**src/rtl/mac_ctrl_pkg.sv**
```systemverilog
// Shared encoding and default sizing for the MAC dot-product controller.
package mac_ctrl_pkg;

  localparam int K_DEF       = 4;
  localparam int CNT_W_DEF   = 8;
  localparam int MAC_LAT_DEF = 1;
  localparam int STATE_W     = 3;

  typedef enum logic [STATE_W-1:0] {
    ST_IDLE  = 3'd0,
    ST_CLEAR = 3'd1,
    ST_RUN   = 3'd2,
    ST_DRAIN = 3'd3,
    ST_DONE  = 3'd4
  } state_e;

endpackage

```
**src/rtl/mac_dot_ctrl.sv**
```systemverilog
// Sequences one MAC instance through a length-len dot product: clear, stream
// operand pairs with strobes, wait out the MAC pipeline, capture and report.
//
// state | meaning
// IDLE  | waiting for start; len is latched when start is seen
// CLEAR | one-cycle accumulator clear; picks RUN or, for len=0, DONE
// RUN   | op_ready high; each accepted pair is strobed into the MAC next cycle
// DRAIN | final strobe cycle plus MAC_LAT cycles until mac_out is complete
// DONE  | one-cycle done pulse with result valid
module mac_dot_ctrl
  import mac_ctrl_pkg::*;
#(
  parameter int K       = K_DEF,
  parameter int CNT_W   = CNT_W_DEF,
  parameter int MAC_LAT = MAC_LAT_DEF
) (
  input  logic             clk,
  input  logic             reset,
  input  logic             start,
  input  logic [CNT_W-1:0] len,
  input  logic             op_valid,
  output logic             op_ready,
  input  logic [K-1:0]     op_in,
  input  logic [K-1:0]     op_w,
  output logic [K-1:0]     mac_in,
  output logic [K-1:0]     mac_w,
  output logic             mac_ds_in,
  output logic             mac_ds_w,
  output logic             mac_clr,
  input  logic [2*K-1:0]   mac_out,
  output logic [2*K-1:0]   result,
  output logic             done,
  output logic             busy
);

  localparam int DW = (MAC_LAT < 1) ? 1 : $clog2(MAC_LAT + 1);
  localparam logic [DW-1:0] DRAIN_LOAD = DW'(MAC_LAT);

  state_e           state;
  state_e           state_nxt;
  logic [CNT_W-1:0] len_q;
  logic [CNT_W-1:0] pair_cnt;
  logic [DW-1:0]    drain_cnt;
  logic             xfer;
  logic             last_pair;
  logic             drain_tc;

  // op_ready is only ever high in RUN, so it doubles as the RUN qualifier.
  assign xfer      = op_valid & op_ready;
  assign last_pair = xfer && (pair_cnt == (len_q - CNT_W'(1)));
  assign drain_tc  = (state == ST_DRAIN) && (drain_cnt == '0);

  always_comb begin
    state_nxt = state;
    case (state)
      ST_IDLE:  if (start) state_nxt = ST_CLEAR;
      ST_CLEAR: state_nxt = (len_q != '0) ? ST_RUN : ST_DONE;
      ST_RUN:   if (last_pair) state_nxt = ST_DRAIN;
      ST_DRAIN: if (drain_tc) state_nxt = ST_DONE;
      ST_DONE:  state_nxt = ST_IDLE;
      default:  state_nxt = ST_IDLE;
    endcase
  end

  always_ff @(posedge clk or negedge reset) begin
    if (!reset) begin
      state     <= ST_IDLE;
      len_q     <= '0;
      pair_cnt  <= '0;
      drain_cnt <= '0;
      mac_in    <= '0;
      mac_w     <= '0;
      mac_ds_in <= 1'b0;
      mac_ds_w  <= 1'b0;
      mac_clr   <= 1'b0;
      op_ready  <= 1'b0;
      done      <= 1'b0;
      busy      <= 1'b0;
      result    <= '0;
    end else begin
      state <= state_nxt;

      if (state == ST_IDLE && start) len_q <= len;

      if (state == ST_CLEAR)
        pair_cnt <= '0;
      else if (xfer)
        pair_cnt <= pair_cnt + CNT_W'(1);

      // Down-counter loaded on DRAIN entry; the strobe cycle itself is the first count.
      if (state_nxt == ST_DRAIN && state != ST_DRAIN)
        drain_cnt <= DRAIN_LOAD;
      else if (state == ST_DRAIN && drain_cnt != '0)
        drain_cnt <= drain_cnt - DW'(1);

      if (xfer) begin
        mac_in <= op_in;
        mac_w  <= op_w;
      end
      mac_ds_in <= xfer;
      mac_ds_w  <= xfer;

      // Outputs are registered from the next state so they line up with it.
      mac_clr  <= (state_nxt == ST_CLEAR);
      op_ready <= (state_nxt == ST_RUN);
      done     <= (state_nxt == ST_DONE);
      busy     <= (state_nxt != ST_IDLE);

      if (state == ST_CLEAR && len_q == '0)
        result <= '0;
      else if (drain_tc)
        result <= mac_out;
    end
  end

endmodule
```
**config.mk**
```make
export PLATFORM = sky130hd
export DESIGN_NAME = mac_dot_ctrl
export DESIGN_NICKNAME = d
export VERILOG_FILES = /design/src/rtl/mac_ctrl_pkg.sv /design/src/rtl/mac_dot_ctrl.sv
export SDC_FILE = /design/constraint.sdc
export NUM_CORES = 1
export LEC_CHECK = 0
export ABC_AREA = 1
export BUFFER_PORTS_ARGS = -buffer_cell sky130_fd_sc_hd__clkbuf_2
export CORE_MARGIN = 5
export CORE_UTILIZATION = 34
export DETAILED_ROUTE_END_ITERATION = 6
export SLEW_MARGIN = 20
export SYNTH_ARGS = -nofsm -noshare
export SYNTH_HDL_FRONTEND = slang
export SYNTH_SLANG_ARGS = --single-unit
```
**constraint.sdc**
```tcl
create_clock -name clk -period 1.65 [get_ports clk]
set_input_delay 0.33 -clock clk [delete_from_list [all_inputs] [get_ports clk]]
set_output_delay 0.33 -clock clk [all_outputs]
set_load 0.03 [all_outputs]
```
======== Yosys cells after proc, flatten, opt, wreduce, memory -nomap -nowiden ========
Index checks and enable logic that the tools add are counted.
word-level totals
  register bits after elaboration ......... 41
  logic and storage cells ................. 50
  output and inout port bits .............. 22
operators by class
  equal/unequal tests ..................... 9
  mux-type cells .......................... 11
  bitwise gates (word level) .............. 2
  reduce and logical (&&, ||, !) cells .... 13
  $add $sub $neg .......................... 3
operator list
  operator               count
  $mux W8                4
  $eq A3 B2 Y1 const B   4
  $mux W3                4
  $pmux W3 S4            1
  $add A8 B1 Y8 const B  1
  $eq A8 B8 Y1           1
  $logic_not A8 Y1       1
  $reduce_bool A8 Y1     1
  $sub A8 B1 Y8 const B  1
  $eq A3 B1 Y1 const B   2
  $logic_and A1 B1 Y1    6
  $reduce_bool A2 Y1     3
  $eq A3 B3 Y1 const B   1
  $logic_not A3 Y1       1
  $ne A3 B2 Y1 const B   1
  $reduce_bool A3 Y1     1
  $mux W1                2
  $and A1 B1 Y1          1
  $not A1 Y1             1
  $sub A1 B1 Y1 const B  1

======== Longest topological paths before layout ========
  depth after elaboration ................. 8
  gate-level depth with buffers ........... 14

======== Worst setup path after synthesis ========
No wires, ideal clock.
  path kind ............................... reg-to-reg
  start ................................... reg len_q[0]
  end ..................................... reg busy
  path buffers ............................ 0
  slack ................................... 0.175 ns
  data arrival time ....................... 1.333 ns
  stages on the path, launching flop included .. 9
  setup time .............................. 0.142 ns
  cell sequence ........................... dfrtp_1 inv_1 ha_1 or2_2 nand3_1 nor3_1 nand3_1 nand3b_1 nand4_1
on the way
  word-level cells in the longest chain between the ends .. 6
ends and longest elaborated chain
  what                      RTL line             RTL
  start: declaration        mac_dot_ctrl.sv:41   logic [CNT_W-1:0] len_q;
  start signal: assignment  mac_dot_ctrl.sv:83   if (state == ST_IDLE && start) len_q <= len;
  $sub A8 B1 Y8             mac_dot_ctrl.sv:50   assign last_pair = xfer && (pair_cnt == (len_q - CNT_W'(1)));
  $eq A8 B8 Y1              mac_dot_ctrl.sv:50
  $logic_and A1 B1 Y1       mac_dot_ctrl.sv:50
  $mux W3                   mac_dot_ctrl.sv:58   ST_RUN: if (last_pair) state_nxt = ST_DRAIN;
  $pmux W3 S4 *             mac_dot_ctrl.sv:55   case (state)
  $reduce_bool A3 Y1 *      mac_dot_ctrl.sv:107  busy <= (state_nxt != ST_IDLE);
  end signal: assignment    mac_dot_ctrl.sv:107
  end: declaration          mac_dot_ctrl.sv:33   output logic busy
Mark *: on every way between the ends. The rest lies on a longest branch, timed or not.
A chain may end at the register's enable or synchronous reset.

======== Worst setup path after layout ========
  start ................................... reg len_q[0]
  end ..................................... reg op_ready
on the way
  word-level cells in the longest chain between the ends .. 6
ends and longest elaborated chain
  what                    RTL line             RTL
  $sub A8 B1 Y8           mac_dot_ctrl.sv:50
  $eq A8 B8 Y1            mac_dot_ctrl.sv:50
  $logic_and A1 B1 Y1     mac_dot_ctrl.sv:50
  $mux W3                 mac_dot_ctrl.sv:58
  $pmux W3 S4             mac_dot_ctrl.sv:55
  net state_nxt[0]        mac_dot_ctrl.sv:40   state_e state_nxt;
  $eq A3 B2 Y1            mac_dot_ctrl.sv:105  op_ready <= (state_nxt == ST_RUN);
  end signal: assignment  mac_dot_ctrl.sv:105
  end: declaration        mac_dot_ctrl.sv:22   output logic op_ready,
The timed path passes the listed nets, and every way through them passes these cells.

==> metrics.log <==
[metrics] number of design rule violations left after detail routing: 0
[metrics] final worst-path cycle share: 93.7%
[metrics] flops & latches, synth: between 40 and 50
[metrics] Final ANT Viol Nets: 0
[metrics] relative slew slack: around 64%
[metrics] Yosys warnings: 0
[metrics] CP top delay family: simple AND/OR/NAND/NOR gates
[metrics] area enclosed by the die boundary: between 7000 and 8000 sq um
[metrics] clk slew on worst S/H paths: 80 ps
[metrics] unrepaired setup endpoints after global routing: true
[metrics] Yosys cell types: 29
[metrics] layout overhead on the synthesized area: 25.7%
[metrics] antenna violations before repair: 0
[metrics] fraction of final layout cells with drive strength greater than 1: 27.4%
[metrics] Global Route Usage Sum: around an eighth
[metrics] Net count, final: ~340
[metrics] number of clock sinks: just over 40
[metrics] CTS tree: done
[metrics] number of vias after detailed routing: 1688
[metrics] Clock Skew: about 7.7 ps
[metrics] Total Wirelength: approximately 4.4 mm
[metrics] Layout fillers: 610
[metrics] final-report hold violation count: 0
[metrics] kind of start point of the critical path: register
[metrics] total of buffers placed on input and output ports: 49
[metrics] WP buf/inv: 1
[metrics] Core Area: 5850 sq um
[metrics] max-cap check violation count: 0
[metrics] gate count of the mapped netlist: ~250
[metrics] summed negative setup slack over all endpoints: 0 ps
[metrics] initial detailed-routing violation count: 83
[metrics] fraction of the yosys area taken by sequential cells: about 50%
[metrics] Initial DRT Pass Iterations: 4
[metrics] detailed-route wire length per cell: roughly 12 um
[metrics] final setup fails: 0
[metrics] largest fanout on the critical path: 6
[metrics] Syn Area/Cell: just over 8 sq um
[metrics] number of H-tree levels: 2
[metrics] via count normalized by instance count: 4.42
[metrics] Inserted Diodes: 0
[metrics] final non-filler cell area: 2550 sq um
[metrics] net count after synthesis: between 200 and 300
[metrics] clk_lat worst skew: 300 ps
[metrics] leakage power figure: roughly 0.0015 uW
[metrics] outcome: completed
[metrics] critical path arrival: 1730 ps
[metrics] highest clock frequency the design can meet: around 650 MHz
[metrics] first-pass GRT wire length: 7.47 mm
[metrics] highest ir drop seen on vdd: roughly 0.00088 V
[metrics] worst path cell trace: inv_2, ha_4, or2_4, nand3_2, nor3_2, nand3_1, nand3b_1, nand2_1, nor2_1
[metrics] Worst EP required: 1840 ps
[metrics] largest net degree at the start of global routing: between 40 and 50
[metrics] clock buffers created by TritonCTS: 5
[metrics] final weighted congestion in routability-driven placement: about 0.90
[metrics] vias in the first global route: about 1700
[metrics] Power Density: between 1500 and 2000 nW/um^2
[metrics] CP max stage cell: dfrtp_1
[metrics] Post-Synthesis Cell Area: around 2000 sq um
[metrics] placed standard-cell area: between 2000 and 2500 sq um
[metrics] HP Class: input pin to asynchronous set/reset pin
[metrics] total congestion overflow after global routing: 0
[metrics] CTS root buffer: clkbuf_8
[metrics] max incr delay on CP: around 360 ps
[metrics] floorplan die width: between 80 and 90 um
[metrics] height of the die: 87.3 um
[metrics] I/O pin count: 50
[metrics] HPWL reported at the end of detailed placement: between 3 and 4 mm
[metrics] shortest clock period the worst path allows after layout: about 1500 ps
[metrics] crit path capture type: register
[metrics] Row Count: 28
[metrics] final max-slew violation count: 0
[metrics] CTS max path bufs: 2
[metrics] Worst Path Class, Setup: register to register
[metrics] Worst Max-Slew Pin Slew: about 540 ps
[metrics] initial cell density of the core: 34.7%
==> final cells by class <==
cell class | count | area, sq um | share of cell area, %
inverter | 42 | 158 | 6.17
multi-input combinational | 160 | 858 | 33.6
tap | 75 | 93.8 | 3.67
clock inverter | 2 | 37.5 | 1.47
sequential | 41 | 1030 | 40.2
clock buffer | 6 | 82.6 | 3.23
timing repair buffer | 56 | 298 | 11.7
==> worst paths after layout <==
| path | slack (ps) | start | cells after the start | to |
|---|---|---|---|---|
| setup / recovery | 100 | len_q[0]$_DFFE_PN0P_ | 9 | op_ready$_DFF_PN0_ |
| hold / removal | 100 | reset | 2 | pair_cnt[5]$_DFFE_PN0P_ |
| setup reg to reg | 100 | len_q[0]$_DFFE_PN0P_ | 9 | op_ready$_DFF_PN0_ |
| hold reg to reg | 490 | mac_w[0]$_DFFE_PN0P_ | 2 | mac_w[0]$_DFFE_PN0P_ |
| max in group asynchronous | 1180 | reset | 2 | mac_w[2]$_DFFE_PN0P_ |
| min in group clk | 230 | op_in[3] | 3 | mac_in[3]$_DFFE_PN0P_ |
==> per-stage QoR <==
stage | cells | util [%] | total power [uW] | setup WS [ps] | hold slack (ps)
after global routing | 382 | 43.6 | 5450 | -57.2 | 140
after floorplan | 249 | - | 3420 | 175 | 34.4
after global placement | 372 | 40.6 | 4010 | 97.1 | 433
final | 382 | 43.6 | 5030 | 104 | 101
after detailed placement | 372 | 40.6 | 4050 | 24.7 | 435
after CTS | 380 | 42.6 | 4930 | 13.8 | 112
==> cells in the final DEF, fill, tap and decap left out, drive strengths merged <==
master,count
nand2,80
clkbuf,55
inv,42
dfrtp,41
nor2,20
o21ai,12
nand3,10
a22oi,8
buf,7
nor3,6
xnor2,4
a21oi,4
nand4,3
ha,3
xor2,2
and3,2
o21bai,2
or2,1
nand3b,1
a211oi,1
a31oi,1
bufinv,1
clkinvlp,1
==> routing by layer <==
metal  share of wire, %  vias to the layer above  track usage (%)
met1                 47                      760             16.0
li1                   -                      884                -
met4                1.6                        0             5.02
met2                 46                       37             19.7
met5                  0                        -                0
met3                5.2                        7             3.60
==> worst register-to-register path, cell delays in order, from the launching register on <==
cell,delay [ps]
dfrtp_1,360
inv_2,80
ha_4,270
or2_4,110
nand3_2,60
nor3_2,140
nand3_1,80
nand3b_1,190
nand2_1,110
nor2_1,40
==> flip-flops by register name, summed over array words and instances (netlist names) <==
register   flops
pair_cnt       8
len_q          8
mac_in         4
mac_ds_w       1
mac_clr        1
op_ready       1
drain_cnt      1
state          3
mac_w          4
busy           1
done           1
result         8
==> Yosys cell counts, drive strengths merged <==
| cell type | instances | share of area (%) |
|---|---|---|
| ha | 3 | 1.8 |
| inv | 42 | 7.8 |
| nand3b | 1 | 0.37 |
| nand2 | 80 | 15 |
| and3 | 2 | 0.62 |
| dfrtp | 41 | 50 |
| a22oi | 8 | 3.4 |
| a21oi | 4 | 1.5 |
| xnor2 | 4 | 1.7 |
| xor2 | 2 | 0.86 |
| o21bai | 2 | 0.74 |
| nor3 | 6 | 2.3 |
| nand4 | 3 | 0.92 |
| a211oi | 1 | 0.37 |
| nand3 | 10 | 2.5 |
| nor2 | 20 | 4.5 |
| a31oi | 1 | 0.31 |
| o21ai | 12 | 3.0 |
| clkbuf | 3 | 0.55 |
| buf | 3 | 1.2 |
| or2 | 1 | 0.31 |
==> report_power, final <==
part           switching [uW]  total, uW  internal, uW
Clock                     351        843           492
Sequential                360       1770          1410
Combinational            1570       2420           855
Total                    2280       5030          2760
==> cells by family after synthesis <==
family,after synthesis,synth area share [%]
XOR/XNOR,6,2.59
AND/OR/NAND/NOR,123,26.2
flip-flops,41,50.5
AO/OA/AOI/OAI,28,9.36
adder cells (fa/ha/maj),3,1.85
buffers and inverters,48,9.48
==> what timing repair did <==
item,4_1_cts,5_1_grt
setup endpoints to repair,0,4
resized for setup,0,15
setup buffers,0,2
hold buffers,0,0
(Power assumes the default switching activity.)
